===== config.mk =====
export PLATFORM = sky130hd
export DESIGN_NAME = apb_uart_bridge
export DESIGN_NICKNAME = d
export VERILOG_FILES = /design/src/rtl/apb_uart_bridge.sv
export SDC_FILE = /design/constraint.sdc
export NUM_CORES = 1
export LEC_CHECK = 0
export ABC_AREA = 1
export CORE_ASPECT_RATIO = 0.6
export CORE_UTILIZATION = 35
export DETAILED_ROUTE_END_ITERATION = 6
export GPL_TIMING_DRIVEN = 0
export PLACE_DENSITY = 0.73
export SLEW_MARGIN = 20
export SYNTH_ARGS = -nofsm -noshare
export SYNTH_HDL_FRONTEND = slang
export SYNTH_SLANG_ARGS = --single-unit
export TNS_END_PERCENT = 100

===== constraint.sdc =====
create_clock -name clk -period 1.8 [get_ports clk]
set_input_delay 0.54 -clock clk [delete_from_list [all_inputs] [get_ports clk]]
set_output_delay 0.54 -clock clk [all_outputs]
set_load 0.03 [all_outputs]

===== src/rtl/apb_uart_bridge.sv =====
// APB slave register bank in front of a UART: TX/RX FIFO strobes, sticky TX overflow, baud divisor.
// Define APB_UART_IRQ_EN to implement the IEN register at 0x10 and the level interrupt on irq.
module apb_uart_bridge #(
    parameter int BAUD_RESET = 650,
    parameter int PADDR_W    = 8
) (
    input  logic               clk,
    input  logic               reset,
    input  logic               psel,
    input  logic               penable,
    input  logic               pwrite,
    input  logic [PADDR_W-1:0] paddr,
    input  logic [31:0]        pwdata,
    output logic [31:0]        prdata,
    output logic               pready,
    output logic               pslverr,
    output logic [10:0]        baud_final_value,
    output logic [7:0]         tx_fifo_dataIn,
    output logic               tx_fifo_writeEn,
    input  logic               tx_fifo_Full,
    output logic               rx_fifo_readEn,
    input  logic               rx_fifo_Empty,
    input  logic [7:0]         rx_fifo_dataOut,
    output logic               irq
);

    // APB handshake: a transfer is taken when psel & penable are high in IDLE; the
    // slave answers with a single registered pready cycle, pslverr/prdata valid only then.
    typedef enum logic [1:0] {IDLE, RXPOP, RXWAIT, RESP} state_t;

    localparam logic [2:0] SEL_TXDATA = 3'd0;
    localparam logic [2:0] SEL_RXDATA = 3'd1;
    localparam logic [2:0] SEL_STATUS = 3'd2;
    localparam logic [2:0] SEL_BAUD   = 3'd3;
    localparam logic [2:0] SEL_IEN    = 3'd4;

    state_t      state;
    logic [10:0] baud;
    logic        tx_ovf;
    logic [2:0]  sel;
    logic        access;

    logic [31:0] rd_val;
    logic        acc_err;
    logic        rx_pop;
    logic        push;
    logic        set_ovf;
    logic        clr_ovf;
    logic        baud_we;
    logic        ien_we;

    assign sel              = paddr[4:2];
    assign access           = psel & penable & ~pready;
    assign baud_final_value = baud;

`ifdef APB_UART_IRQ_EN
    logic [2:0] ien;
`endif

    // Access decode; every path not explicitly accepted falls through as an error with prdata 0.
    always_comb begin
        rd_val  = '0;
        acc_err = 1'b1;
        rx_pop  = 1'b0;
        push    = 1'b0;
        set_ovf = 1'b0;
        clr_ovf = 1'b0;
        baud_we = 1'b0;
        ien_we  = 1'b0;
        case (sel)
            SEL_TXDATA: begin
                if (pwrite) begin
                    if (tx_fifo_Full) begin
                        set_ovf = 1'b1;
                    end else begin
                        push    = 1'b1;
                        acc_err = 1'b0;
                    end
                end
            end
            SEL_RXDATA: begin
                if (!pwrite && !rx_fifo_Empty) begin
                    rx_pop  = 1'b1;
                    acc_err = 1'b0;
                end
            end
            SEL_STATUS: begin
                acc_err = 1'b0;
                if (pwrite) clr_ovf = pwdata[2];
                else        rd_val  = {29'b0, tx_ovf, rx_fifo_Empty, tx_fifo_Full};
            end
            SEL_BAUD: begin
                if (!pwrite) begin
                    rd_val  = {21'b0, baud};
                    acc_err = 1'b0;
                end else if (pwdata[10:0] != 11'd0) begin
                    baud_we = 1'b1;
                    acc_err = 1'b0;
                end
            end
`ifdef APB_UART_IRQ_EN
            SEL_IEN: begin
                acc_err = 1'b0;
                if (pwrite) ien_we = 1'b1;
                else        rd_val = {29'b0, ien};
            end
`endif
            default: ;
        endcase
    end

    always_ff @(posedge clk or posedge reset) begin
        if (reset) begin
            state           <= IDLE;
            pready          <= 1'b0;
            pslverr         <= 1'b0;
            prdata          <= '0;
            tx_fifo_writeEn <= 1'b0;
            rx_fifo_readEn  <= 1'b0;
            tx_fifo_dataIn  <= '0;
            baud            <= 11'(BAUD_RESET);
            tx_ovf          <= 1'b0;
        end else begin
            tx_fifo_writeEn <= 1'b0;
            rx_fifo_readEn  <= 1'b0;
            case (state)
                IDLE: begin
                    if (access) begin
                        if (rx_pop) begin
                            state          <= RXPOP;
                            rx_fifo_readEn <= 1'b1;
                        end else begin
                            state           <= RESP;
                            pready          <= 1'b1;
                            pslverr         <= acc_err;
                            prdata          <= rd_val;
                            tx_fifo_writeEn <= push;
                            if (push)         tx_fifo_dataIn <= pwdata[7:0];
                            if (set_ovf)      tx_ovf <= 1'b1;
                            else if (clr_ovf) tx_ovf <= 1'b0;
                            if (baud_we)      baud <= pwdata[10:0];
                        end
                    end
                end
                RXPOP: state <= RXWAIT;
                // FIFO output register is valid here, one edge after the readEn pulse.
                RXWAIT: begin
                    state   <= RESP;
                    pready  <= 1'b1;
                    pslverr <= 1'b0;
                    prdata  <= {24'b0, rx_fifo_dataOut};
                end
                RESP: begin
                    state   <= IDLE;
                    pready  <= 1'b0;
                    pslverr <= 1'b0;
                    prdata  <= '0;
                end
                default: state <= IDLE;
            endcase
        end
    end

`ifdef APB_UART_IRQ_EN
    always_ff @(posedge clk or posedge reset) begin
        if (reset) begin
            ien <= '0;
            irq <= 1'b0;
        end else begin
            if (state == IDLE && access && ien_we) ien <= pwdata[2:0];
            irq <= (ien[0] & ~rx_fifo_Empty) | (ien[1] & ~tx_fifo_Full) | (ien[2] & tx_ovf);
        end
    end

    logic unused_bits;
    assign unused_bits = ^{pwdata[31:11], paddr[PADDR_W-1:5], paddr[1:0]};
`else
    assign irq = 1'b0;

    logic unused_bits;
    assign unused_bits = ^{pwdata[31:11], paddr[PADDR_W-1:5], paddr[1:0], ien_we, SEL_IEN};
`endif

endmodule


==> impl_metrics.env, run 1 <==
export IMPL_fin_crit_ns=1.76
export IMPL_hp_class="primary input to asynchronous set/reset pin"
export IMPL_synthCells=261
export IMPL_syn_avg_cell_area_um2=7.85
export IMPL_io_pin_count=111
export IMPL_hold_viol=0
export IMPL_drc=0
export IMPL_utilization=0.523
export IMPL_instances_no_fill=433
export IMPL_yosys_register_bits=37
export IMPL_critical_path_buf_inv_count=1
export IMPL_dp_cells=425
export IMPL_slew_viol_final=0
export IMPL_yosys_warnings=0
export IMPL_first_global_vias=1869
export IMPL_busiest_layer="met2"
export IMPL_area_growth_pct=42.8
export IMPL_clock_latency_ns=0.30
export IMPL_power_density_mw_per_mm2=1140
export IMPL_antenna_found_initial=0
export IMPL_rsz0062_at_grt="false"
export IMPL_setup_viol=0
export IMPL_synth_top_area_cell="dfrtp_1"
export IMPL_ys_seq_area_frac=0.454
export IMPL_place_gp_congestion=0.837
export IMPL_worst_r2r_cell_count=9
export IMPL_worst_path_max_delay_cell="dfstp_2"
export IMPL_vias_per_cell=4.42
export IMPL_required_ns=1.26
export IMPL_drt_iter0_markers=131
export IMPL_portBuffers=62
export IMPL_dr_pass1_iters=5
export IMPL_ff2ff_setup_slack_ns=0.15
export IMPL_n_antenna_cell=0
export IMPL_grt_max_degree=35
export IMPL_reg2reg_from="state[0]"
export IMPL_dieArea_mm2=0.00617
export IMPL_fp_dieH_um=61.3
export IMPL_rows=21
export IMPL_post_dp_hpwl_um=4230
export IMPL_wl_um=5550
export IMPL_yosys_area_top_type_share=0.403
export IMPL_gr_total_overflow=0
export IMPL_ant_nets=0
export IMPL_vias=1913
export IMPL_cts_tree="yes"
export IMPL_cts_root_buf="clkbuf_8"
export IMPL_status="finished, final reports clean"
export IMPL_path_cells="clkdlybuf4s15_1"
export IMPL_wire_per_inst_um=12.8
export IMPL_grt_pass1_wl_um=8860
export IMPL_p_leak_nw=1.68
export IMPL_core_area_mm2=0.00560
export IMPL_layout_commonest_cell="nand2_1"
export IMPL_ir_drop_uv=629
export IMPL_ys_types=23
export IMPL_synth_area_mm2=0.00205
export IMPL_grtUsageMet1=0.265
export IMPL_max_stage_delay_ns=0.55
export IMPL_layout_common_cells="101 x nand2_1, 34 x nand3_1, 33 x dfrtp_1, 30 x dlygate4sd2_1, 25 x buf_4"
export IMPL_path_max_fanout=3
export IMPL_critPathArrivalTime_ns=1.22
export IMPL_cts_buffers_inserted=5
export IMPL_clock_skew_ns=0.00828
export IMPL_cts_buffer_depth=2
export IMPL_cp_start_kind="flip-flop"
export IMPL_cts_htree_levels=2
export IMPL_crit_type="flip-flop to output pin"
export IMPL_fp_dieW_um=101
export IMPL_end_kind="output pin"
export IMPL_grtUsageMet3=0.0658
export IMPL_grtUsageTotal=0.196
export IMPL_start_util=0.366
export IMPL_cts_hold_buf=0
export IMPL_maxCapViolCount=0
export IMPL_hold_slack_ns=0.426
export IMPL_cp_top_family="flip-flops"
export IMPL_cts_sinks=37
export IMPL_synthTopCellsByArea="dfrtp_1 40%, nand2_1 19%, buf_4 9.2%"
export IMPL_drive_gt1_frac=0.173
export IMPL_clock_fmax_mhz=569
export IMPL_worstReg2RegEnd="pslverr"
export IMPL_met2_usage=0.298
export IMPL_cts_clk_slew_worst_paths_ns=0.08
export IMPL_nNetsFinal=410
export IMPL_fin_crit_sh=0.976
-- cell usage after synthesis (all sizes together) --
cell	number
nand4	3
buf	31
a22oi	1
ha	3
conb	1
or2	1
dfrtp	33
nor3	1
dfstp	4
nand3	37
o21ai	4
nor2	19
a31oi	1
nand3b	1
inv	18
nand2	103
-- worst max-delay path by stage --
stage | start | to | slack (ns) | cells after the start
floorplan | state[0] | prdata[0] | 0.39 | 11
global placement | reset | tx_fifo_dataIn[1] | -0.43 | 2
detailed placement | pwrite | prdata[10] | -0.28 | 8
CTS | baud_final_value[3] | baud_final_value[3] | 0.002 | 1
global route | baud_final_value[7] | baud_final_value[7] | 0.001 | 1
finish | baud_final_value[7] | baud_final_value[7] | 0.04 | 1
-- routing by layer --
metal / up-vias / routed length (µm)
met5: - / 0
met4: 0 / 58
met3: 5 / 431
met2: 66 / 2330
met1: 894 / 2730
li1: 948 / -
-- power by group --
| group | total, mW | switching, mW | internal, mW | leakage (nW) |
|---|---|---|---|---|
| clock network | 0.608 | 0.335 | 0.273 | 0.0374 |
| registers | 1.18 | 0.132 | 1.04 | 0.489 |
| logic | 1.54 | 1.01 | 0.529 | 1.15 |
-- registers in the layout, indices dropped and copies added (netlist names) --
register,flops
tx_fifo_dataIn,8
tx_ovf,1
pready,1
tx_fifo_writeEn,1
pslverr,1
prdata,11
rx_fifo_readEn,1
baud_final_value,11
state,2
-- per-stage QoR --
| step | power, mW | area, µm² | setup slack (ns) | TNS, ns |
|---|---|---|---|---|
| finish | 3.33 | 2930 | 0.0433 | 0 |
| global route | 3.55 | 2930 | 0.00115 | 0 |
| CTS | 3.35 | 2920 | 0.00178 | 0 |
| detailed placement | 2.85 | 2870 | -0.284 | -7.24 |
| global placement | 2.81 | 2850 | -0.427 | -20.22 |
| floorplan | 2.24 | 2130 | 0.393 | 0 |
-- layout make-up --
cell class | instances | area [µm²]
fillers | 561 | 2670
flip-flops and latches | 37 | 931
multi-input cells | 196 | 905
repair buffers | 63 | 598
plain buffers | 31 | 236
well taps | 80 | 100
clock buffers | 6 | 72.6
inverters | 18 | 67.6
clock inverters | 2 | 15.0
-- cell families after synthesis --
group | share of synthesized area
flip-flops | 0.454
buffers and inverters | 0.148
adder cells (fa/ha/maj) | 0.0183
AO/OA/AOI/OAI | 0.0165
AND/OR/NAND/NOR | 0.360
other | 0.00183
-- what timing repair did --
action                                 in CTS  in global routing
gates resized for setup                    37                 11
endpoints found under the hold margin       0                  0
setup buffers                               0                  0
cloned                                      0                  0
setup endpoints to repair                  34                 30
(Power assumes the default switching activity.)
==> run 2: changes to the inputs <==
CORE_MARGIN = 2   (was unset)
==> run 2 against run 1 <==
Effect of this change: utilization is 0.22 points higher; wire length is 2.7% lower; die area is 5.3% higher; highest routed layer unchanged.
==> impl_metrics.env, run 2 (synthesis gave the netlist of run 1 again) <==
export IMPL_status="finished, final reports clean"
export IMPL_nNetsFinal=410
export IMPL_max_stage_delay_ns=0.56
export IMPL_p_switching_mw=1.47
export IMPL_finalPower_mw=3.47
export IMPL_vias_per_cell=4.34
export IMPL_fin_crit_ns=1.77
export IMPL_first_global_vias=1840
export IMPL_cts_htree_levels=2
export IMPL_antenna_found_initial=0
export IMPL_cts_sinks=37
export IMPL_slew_viol_final=0
export IMPL_clock_skew_ns=0.00948
export IMPL_drt_iter0_markers=70
export IMPL_cts_buffer_depth=2
export IMPL_utilization=0.525
export IMPL_pwr_share_comb=0.447
export IMPL_maxCapViolCount=0
export IMPL_io_pin_count=111
export IMPL_place_ws_ns=-0.275
export IMPL_wire_per_inst_um=12.5
export IMPL_fp_dieH_um=63.3
export IMPL_ir_drop_uv=567
export IMPL_pwr_share_seq=0.339
export IMPL_rows=21
export IMPL_clock_fmax_mhz=565
export IMPL_start_util=0.364
export IMPL_cts_tree="yes"
export IMPL_fin_crit_sh=0.983
export IMPL_worst_path_max_delay_cell="dfstp_2"
export IMPL_critPathArrivalTime_ns=1.23
export IMPL_fillers=567
export IMPL_layout_commonest_cell="nand2_1"
export IMPL_cp_start_kind="flip-flop"
export IMPL_ant_nets=0
export IMPL_wl_um=5400
export IMPL_end_kind="output pin"
export IMPL_cts_root_buf="clkbuf_8"
export IMPL_hold_slack_ns=0.480
export IMPL_path_cells="clkdlybuf4s15_1"
export IMPL_required_ns=1.26
export IMPL_grt_pass1_wl_um=8690
export IMPL_p_leak_nw=1.68
export IMPL_grt_max_degree=22
export IMPL_setup_viol=0
export IMPL_place_gp_congestion=0.848
export IMPL_drive_gt1_frac=0.164
export IMPL_rsz0062_at_grt="true"
export IMPL_post_dp_hpwl_um=4260
export IMPL_layout_common_cells="101 x nand2_1, 34 x nand3_1, 33 x dfrtp_1, 30 x dlygate4sd2_1, 26 x clkdlybuf4s50_1"
export IMPL_core_area_mm2=0.00562
export IMPL_portBuffers=62
export IMPL_n_antenna_cell=0
export IMPL_hp_class="flip-flop to flip-flop"
export IMPL_switching_share=0.424
export IMPL_vias=1880
export IMPL_area_growth_pct=44.1
export IMPL_multiInputGateArea_um2=895
export IMPL_grtUsageTotal=0.174
export IMPL_cts_hold_buf=0
export IMPL_clkPwrFrac=0.214
export IMPL_setup_ws_ns=0.0309
export IMPL_power_density_mw_per_mm2=1170
export IMPL_tns_ns=0
export IMPL_cts_clk_slew_worst_paths_ns=0.08
export IMPL_path_max_fanout=3
export IMPL_gr_total_overflow=0
export IMPL_dr_pass1_iters=4
export IMPL_cp_top_family="flip-flops"
export IMPL_internal_power_mw=2.00
export IMPL_clock_latency_ns=0.30
export IMPL_critical_path_buf_inv_count=1
export IMPL_cts_buffers_inserted=5
export IMPL_crit_type="flip-flop to output pin"
export IMPL_seqCellArea_um2=931
export IMPL_fp_dieW_um=103
export IMPL_dieArea_mm2=0.00650
export IMPL_drc=0
export IMPL_hold_viol=0
## run 2: changes by cell type in the layout (fill, tap and decap cells not counted), moves of 2 or more
cell             change
clkdlybuf4s15_1      +2
clkbuf_2             -2
dlymetal6s2s_1       -2
clkinvlp_4           -2
clkdlybuf4s50_1      +2
## run 2: metal layers
metal / routed length [µm] / GRT usage
met3: 378 / 0.0522
met5: 0 / 0
met2: 2270 / 0.248
met4: 42 / 0.0461
met1: 2710 / 0.257
## run 2: timing repair
action | in CTS | in global routing
setup endpoints to repair | 34 | 12
setup buffers | 0 | 0
gates resized for setup | 38 | 4
## run 2: stage by stage
step	area (µm²)	cells
after global routing	2950	433
after global placement	2850	424
after detailed placement	2880	425
final	2950	433
after CTS	2950	433
after floorplan	2130	282
## run 2: path summary, 6_finish.rpt
path,to,slack (ns),depth (start not counted),startpoint
worst max-delay path,baud_final_value[9],0.03,1,baud_final_value[9]
worst min-delay path,tx_fifo_dataIn[2],0.48,2,tx_fifo_dataIn[2]
worst max register to register,prdata[7],0.18,9,state[0]
worst min register to register,tx_fifo_dataIn[2],0.48,2,tx_fifo_dataIn[2]
max in group asynchronous,baud_final_value[7],0.72,3,reset
min in group asynchronous,prdata[5],0.56,2,reset
## run 2: area by class of cell
cell class / count / area share
inverters: 18 / 0.0229
clock inverters: 2 / 0.0131
clock buffers: 6 / 0.0246
repair buffers: 63 / 0.207
plain buffers: 31 / 0.0801
flip-flops and latches: 37 / 0.315
multi-input cells: 196 / 0.303
well taps: 80 / 0.0339
## run 2: power groups by stage
stage | clock network (mW) | registers (mW) | logic [mW]
floorplan | 0 | 1.51 | 0.735
global placement | 0 | 1.19 | 1.62
detailed placement | 0 | 1.19 | 1.66
CTS | 0.758 | 1.18 | 1.55
global route | 0.793 | 1.20 | 1.69
finish | 0.742 | 1.17 | 1.55
==> run 3: changes to the inputs <==
SETUP_SLACK_MARGIN = 0.3   (was unset)
==> run 3 against run 2 <==
Effect of this change: non-clock buffer count is 23 higher; critical path type unchanged; die area stayed put; sequential share of layout area is 2.6 points lower; highest routed layer unchanged.
==> impl_metrics.env, run 3 (synthesis gave the netlist of run 1 again) <==
export IMPL_cts_buffers_inserted=5
export IMPL_p_switching_mw=1.65
export IMPL_pwr_share_seq=0.305
export IMPL_drive_gt1_frac=0.410
export IMPL_layout_commonest_cell="nand2_1"
export IMPL_grtUsageTotal=0.191
export IMPL_drt_iter0_markers=104
export IMPL_cts_root_buf="clkbuf_8"
export IMPL_end_kind="output pin"
export IMPL_fp_dieW_um=103
export IMPL_layout_common_cells="79 x nand2_1, 41 x buf_4, 33 x nand3_1, 33 x dfrtp_1, 28 x buf_2"
export IMPL_nNetsFinal=433
export IMPL_worstReg2RegEnd="prdata[0]"
export IMPL_path_max_fanout=3
export IMPL_instances_no_fill=456
export IMPL_maxCapViolCount=0
export IMPL_wl_met3_um=472
export IMPL_vias=2045
export IMPL_cts_htree_levels=2
export IMPL_io_pin_count=111
export IMPL_gr_total_overflow=0
export IMPL_hp_class="flip-flop to flip-flop"
export IMPL_vias_per_cell=4.48
export IMPL_clock_fmax_mhz=646
export IMPL_area_growth_pct=57.1
export IMPL_clock_skew_ns=0.00944
export IMPL_crit_type="flip-flop to output pin"
export IMPL_grt_pass1_wl_um=9520
export IMPL_worst_path_max_delay_cell="dfstp_2"
export IMPL_rows=21
export IMPL_status="finished, final reports clean"
export IMPL_internal_power_mw=2.25
export IMPL_cts_clk_slew_worst_paths_ns=0.08
export IMPL_ff2ff_setup_slack_ns=0.25
export IMPL_antenna_found_initial=0
export IMPL_critical_path_buf_inv_count=1
export IMPL_clock_latency_ns=0.30
export IMPL_hold_slack_ns=0.472
export IMPL_rsz0062_at_grt="true"
export IMPL_core_area_mm2=0.00562
export IMPL_ant_nets=0
export IMPL_hold_viol=0
export IMPL_min_path_cells=2
export IMPL_tns_ns=0
export IMPL_p_leak_nw=1.77
export IMPL_power_density_mw_per_mm2=1210
export IMPL_portBuffers=62
export IMPL_start_util=0.364
export IMPL_fp_dieH_um=63.3
export IMPL_clkPwrFrac=0.190
export IMPL_path_cells="buf_6"
export IMPL_holdPathEnd="tx_fifo_dataIn[1]"
export IMPL_min_from="tx_fifo_dataIn[1]"
export IMPL_reg2reg_from="state[0]"
export IMPL_dieArea_mm2=0.00650
export IMPL_pwr_share_comb=0.506
export IMPL_cp_top_family="flip-flops"
export IMPL_post_dp_hpwl_um=4260
export IMPL_wire_per_inst_um=13.8
export IMPL_first_global_vias=1963
export IMPL_cts_tree="yes"
export IMPL_grt_max_degree=22
export IMPL_wl_um=6280
export IMPL_dr_pass1_iters=4
export IMPL_setup_viol=0
export IMPL_wl_met2_um=2810
export IMPL_max_stage_delay_ns=0.57
export IMPL_critPathArrivalTime_ns=1.01
export IMPL_slew_viol_final=0
export IMPL_fin_crit_ns=1.55
export IMPL_place_gp_congestion=0.848
export IMPL_drt_met1_wl_um=2950
export IMPL_worst_r2r_cell_count=11
export IMPL_utilization=0.572
export IMPL_dp_cells=425
export IMPL_n_antenna_cell=0
export IMPL_cp_start_kind="flip-flop"
export IMPL_required_ns=1.26
export IMPL_ir_drop_uv=555
export IMPL_switching_share=0.423
export IMPL_cts_buffer_depth=2
export IMPL_cts_sinks=37
export IMPL_fin_crit_sh=0.860
export IMPL_top_layer="met4"
export IMPL_drc=0
==> run 3: changes by cell type in the layout (fill, tap and decap cells not counted), sizes merged <==
cell	previous run	this run
clkbuf	7	8
clkdlybuf4s50	26	10
buf	32	86
dlygate4sd2	30	14
==> run 3: final cells by class <==
class                   count  area (µm²)
well taps                  80         100
inverters                  18        72.6
repair buffers             86         699
clock inverters             2        38.8
clock buffers               6        72.6
fillers                   542        2400
flip-flops and latches     37         931
multi-input cells         196        1030
plain buffers              31         270
==> run 3: through the flow <==
step / worst slack (ns) / power, mW / area, µm²
6_report: 0.252 / 3.91 / 3220
3_3_place_gp: -0.427 / 2.81 / 2850
2_1_floorplan: 0.393 / 2.24 / 2130
4_1_cts: 0.244 / 3.66 / 3050
3_5_place_dp: -0.275 / 2.85 / 2880
5_1_grt: 0.185 / 4.13 / 3220
==> run 3: how the worst max path moves through the flow <==
stage	startpoint	endpoint	slack (ns)	depth (start not counted)
after floorplan	state[0]	prdata[0]	0.39	11
after global placement	reset	baud_final_value[5]	-0.43	2
after detailed placement	pwrite	prdata[10]	-0.27	8
after CTS	baud_final_value[1]	baud_final_value[1]	0.24	1
after global routing	state[0]	prdata[1]	0.19	11
final	baud_final_value[1]	baud_final_value[1]	0.25	1
==> run 3: metal layers <==
layer,global-route usage,vias to the layer above
met5,0,-
met4,0.0461,0
met3,0.0499,5
met2,0.278,78
met1,0.283,961
li1,-,1001
==> run 3: what timing repair did <==
item,CTS,global route
pin swaps,15,10
gates resized for setup,222,43
hold buffers,0,0
setup endpoints to repair,69,37
setup buffers,12,6
gates cloned,4,1
==> run 3: power by group through the flow <==
stage	sequential [mW]	combinational (mW)	clock [mW]
6_report	1.19	1.97	0.741
5_1_grt	1.22	2.13	0.785
4_1_cts	1.18	1.73	0.758
3_5_place_dp	1.19	1.66	0
3_3_place_gp	1.19	1.62	0
2_1_floorplan	1.51	0.735	0
==> RTL change 1: new RTL, config.mk and constraints of run 3 <==
Build with the macro `APB_UART_IRQ_EN` defined.
--- a/src/rtl/apb_uart_bridge.sv
+++ b/src/rtl/apb_uart_bridge.sv
@@ -1,5 +1,7 @@
 // APB slave register bank in front of a UART: TX/RX FIFO strobes, sticky TX overflow, baud divisor.
 // Define APB_UART_IRQ_EN to implement the IEN register at 0x10 and the level interrupt on irq.
+`define APB_UART_IRQ_EN
+
 module apb_uart_bridge #(
     parameter int BAUD_RESET = 650,
     parameter int PADDR_W    = 8
Formal check against the unedited RTL: not equivalent (a bounded check fails within 4 cycles, from zero or initial values and one cycle with reset high).
==> RTL change 1 against run 3 <==
  * Total power rose by 4.5%
  * Combinational power rose by 8%
  * Register-to-register slack improved by 20 ps
  * Synthesized cell count rose by 10%
  * Area after synthesis rose by 13%
  * Sequential share of layout area fell by 0.72 points
  * Via count rose by 14%
  * Sequential cell count rose by 4
  * Worst setup slack got worse by 25 ps
  * Critical path depth did not move
  * Routed wire length rose by 19%
  * First-iteration DRC count rose by 43%
  * Cell area rose by 14%
  * Critical path type unchanged
==> RTL change 1: results <==
metrics = {
    "timing": {
        "clock_skew_ps": 5.51,
        "worst_slack_ps": 227,
        "whs_ps": 485,
    },
    "final_layout": {
        "multi_input_cells": 214,
        "nNonClkInverters": 23,
        "clkCellAreaFrac_pct": 2.63,
        "stdcell_count": 491,
        "fin_nets": 465,
        "layout.nonclk_buf_share_pct": 28.2,
        "fillers": 524,
        "seq_cell_count": 41,
        "multi_input_area_sq_um": 1300,
        "postLayoutCoreUtil_pct": 58.6,
    },
    "power_and_ir_drop": {
        "ir_worst_vdd_uv": 611,
        "p_switching_mw": 1.77,
        "leakage_nw": 1.97,
    },
    "worst_setup_path": {
        "cp.arrival_ps": 1030,
        "reg2reg_depth": 10,
        "cp_slowest_stage_delay_ps": 590,
        "reg2reg_slack_ps": 270,
    },
    "placement": {
        "routabilityCongestion": 0.860,
        "io_buffers": 61,
        "dpl.hpwl_um": 4530,
        "dpl_worst_slack_ps": -323,
        "dp.cells": 454,
    },
    "run_status": {
        "status": "finished clean",
    },
    "global_routing": {
        "grt_pass1_wl_um": 10400,
        "grt_pass1_vias": 2115,
    },
    "drt": {
        "drtIter0Drc": 149,
        "post_drt_wl_per_cell_um": 15.2,
        "vias_per_cell": 4.77,
    },
    "logic_synthesis": {
        "synthTopCellsByArea": "dfrtp_1 40%, nand2_1 17%, buf_4 7.1%",
        "synth_cells": 288,
        "ys_top_cells_by_count": "104 x nand2_1, 37 x dfrtp_1, 22 x buf_4",
        "ys_seq_area_share_pct": 44.5,
    },
    "clock_tree": {
        "clk_latency_ps": 300,
    },
}
## RTL change 1: cell types whose count changed after synthesis, sizes merged, moves of 3 or more
cell,change
a21oi,+3
dfrtp,+4
inv,+5
nand2,+4
nand3,-13
nand4,+7
o21ai,+15
## RTL change 1: cells by family (layout without fill, tap and decap cells)
| group | after synthesis | count (layout) | synth area share, % |
|---|---|---|---|
| DFF | 41 | 41 | 44.5 |
| buffers and inverters | 54 | 152 | 14.1 |
| adders and majority gates | 4 | 4 | 2.16 |
| other | 1 | 21 | 0.162 |
| AOI/OAI and AO/OA | 25 | 25 | 7.12 |
| and+or+nand+nor | 163 | 164 | 31.9 |
## RTL change 1: worst paths after layout
kind	start	endpoint
min	tx_fifo_dataIn[1]	tx_fifo_dataIn[1]
min reg2reg	tx_fifo_dataIn[1]	tx_fifo_dataIn[1]
min in group asynchronous	reset	prdata[6]
max reg2reg	state[1]	baud_final_value[2]
max	baud_final_value[3]	baud_final_value[3]
max in group asynchronous	reset	baud_final_value[1]
## RTL change 1: what timing repair did
item | in CTS | in global routing
buffers inserted | 15 | 10
gates cloned | 2 | 2
pin swaps | 12 | 25
resized for setup | 235 | 60
setup endpoints to repair | 74 | 43
## RTL change 1: layer usage
layer	track usage, %	up-vias	part of all wire, %
met5	0	-	0
met4	5.93	0	1.7
met3	5.58	16	9.4
met2	28.2	116	46
met1	26.5	1096	43
li1	-	1113	-
## RTL change 1: power groups by stage
stage / Clock, mW / Combinational, mW / Sequential [mW]
floorplan: 0 / 0.711 / 1.57
global placement: 0 / 1.56 / 1.28
global route: 0.702 / 2.29 / 1.31
finish: 0.662 / 2.13 / 1.29
detailed placement: 0 / 1.58 / 1.28
CTS: 0.661 / 1.79 / 1.26
==> RTL change 2: new RTL, config.mk and constraints of run 3 <==
Made on the original files. Re-encode `state_t` (4 states) as one-hot, 4 bits wide.
--- a/src/rtl/apb_uart_bridge.sv
+++ b/src/rtl/apb_uart_bridge.sv
@@ -26,7 +26,7 @@
 
     // APB handshake: a transfer is taken when psel & penable are high in IDLE; the
     // slave answers with a single registered pready cycle, pslverr/prdata valid only then.
-    typedef enum logic [1:0] {IDLE, RXPOP, RXWAIT, RESP} state_t;
+    typedef enum logic [3:0] {IDLE = 4'b0001, RXPOP = 4'b0010, RXWAIT = 4'b0100, RESP = 4'b1000} state_t;
 
     localparam logic [2:0] SEL_TXDATA = 3'd0;
     localparam logic [2:0] SEL_RXDATA = 3'd1;
Behaviour: same outputs for any inputs over 10 cycles, from zero or initial values and one cycle with reset high; not proved beyond that.
==> RTL change 2 against run 3 <==
  * Non-clock buffer count is 3 higher
  * Sequential cell count is 2 higher
  * Worst setup slack better by 4.3 ps
  * Cell area is 6.4% higher
  * First-iteration DRC count is 8.7% higher
  * Routed wire length is 6.0% higher
  * Utilization is 0.94 points lower
  * Area after synthesis is 6.8% higher
Power is not compared: it rests on default switching activity, and its combinational part moved more than twofold at a synthesized area within 25%.
==> RTL change 2: results <==
metrics = {
    "placement": {
        "io_buffers": 61,
        "routabilityCongestion": 0.809,
        "dpl.hpwl_um": 4520,
    },
    "global_routing": {
        "grt_max_degree": 32,
        "grt_pass1_wl_um": 10300,
        "grt_pass1_vias": 2079,
        "grt_use_met3_pct": 5.36,
        "grtUsageMet2_pct": 30.0,
        "met1_usage_pct": 26.2,
    },
    "run_status": {
        "status": "finished clean",
    },
    "drt": {
        "vias": 2272,
    },
    "timing": {
        "fin_crit_ps": 1540,
        "clock_skew_ps": 4.81,
    },
    "worst_setup_path": {
        "reg2reg_slack_ps": 280,
        "setup.worst_path.end": "baud_final_value[7]",
        "r2r-start": "state[0]",
        "reg2reg_depth": 8,
        "critPathLaunch": "baud_final_value[7]",
    },
    "final_layout": {
        "nNonClkInverters": 22,
        "clkCellAreaFrac_pct": 2.48,
        "buffers": 120,
        "multi_input_area_share_pct": 34.8,
    },
    "clock_tree": {
        "post_cts_resize_count": 223,
        "cts_sinks": 39,
    },
    "logic_synthesis": {
        "synth-compound-area-share_pct": 2.34,
        "yosys.area.top_type_share_pct": 38.9,
        "ys_top_cells_by_count": "108 x nand2_1, 34 x dfrtp_1, 25 x nand3_1, 25 x nor2_1, 24 x buf_4",
        "synthTopCellsByArea": "dfrtp_1 39%, nand2_1 19%, buf_4 8.2%",
        "ys_seq_area_share_pct": 44.9,
    },
    "die": {
        "die_area_sq_um": 6920,
    },
}
## RTL change 2: cell types whose count changed in the layout (fill, tap and decap cells not counted), moves of 6 or more
cell           delta
nor2_4            +7
dlygate4sd2_1     -6
nor2_1           +11
buf_4             +7
nand4_1          +10
inv_1             +7
nand3_1          -11
nand2_2           +9
## RTL change 2: metrics by stage
stage / cell area, sq um / hold slack (ps) / std cells
5_1_grt: 3420 / 470 / 492
6_report: 3420 / 462 / 492
3_5_place_dp: 3010 / 459 / 455
2_1_floorplan: 2270 / 465 / 309
4_1_cts: 3220 / 469 / 483
3_3_place_gp: 2990 / 459 / 454
## RTL change 2: how the worst min path moves through the flow
stage	end	start	cells past startpoint
6_report	baud_final_value[10]	reset	2
5_1_grt	baud_final_value[10]	reset	2
4_1_cts	baud_final_value[10]	reset	2
3_5_place_dp	tx_fifo_dataIn[3]	tx_fifo_dataIn[3]	2
3_3_place_gp	tx_fifo_dataIn[4]	tx_fifo_dataIn[4]	2
2_1_floorplan	tx_ovf	tx_ovf	2
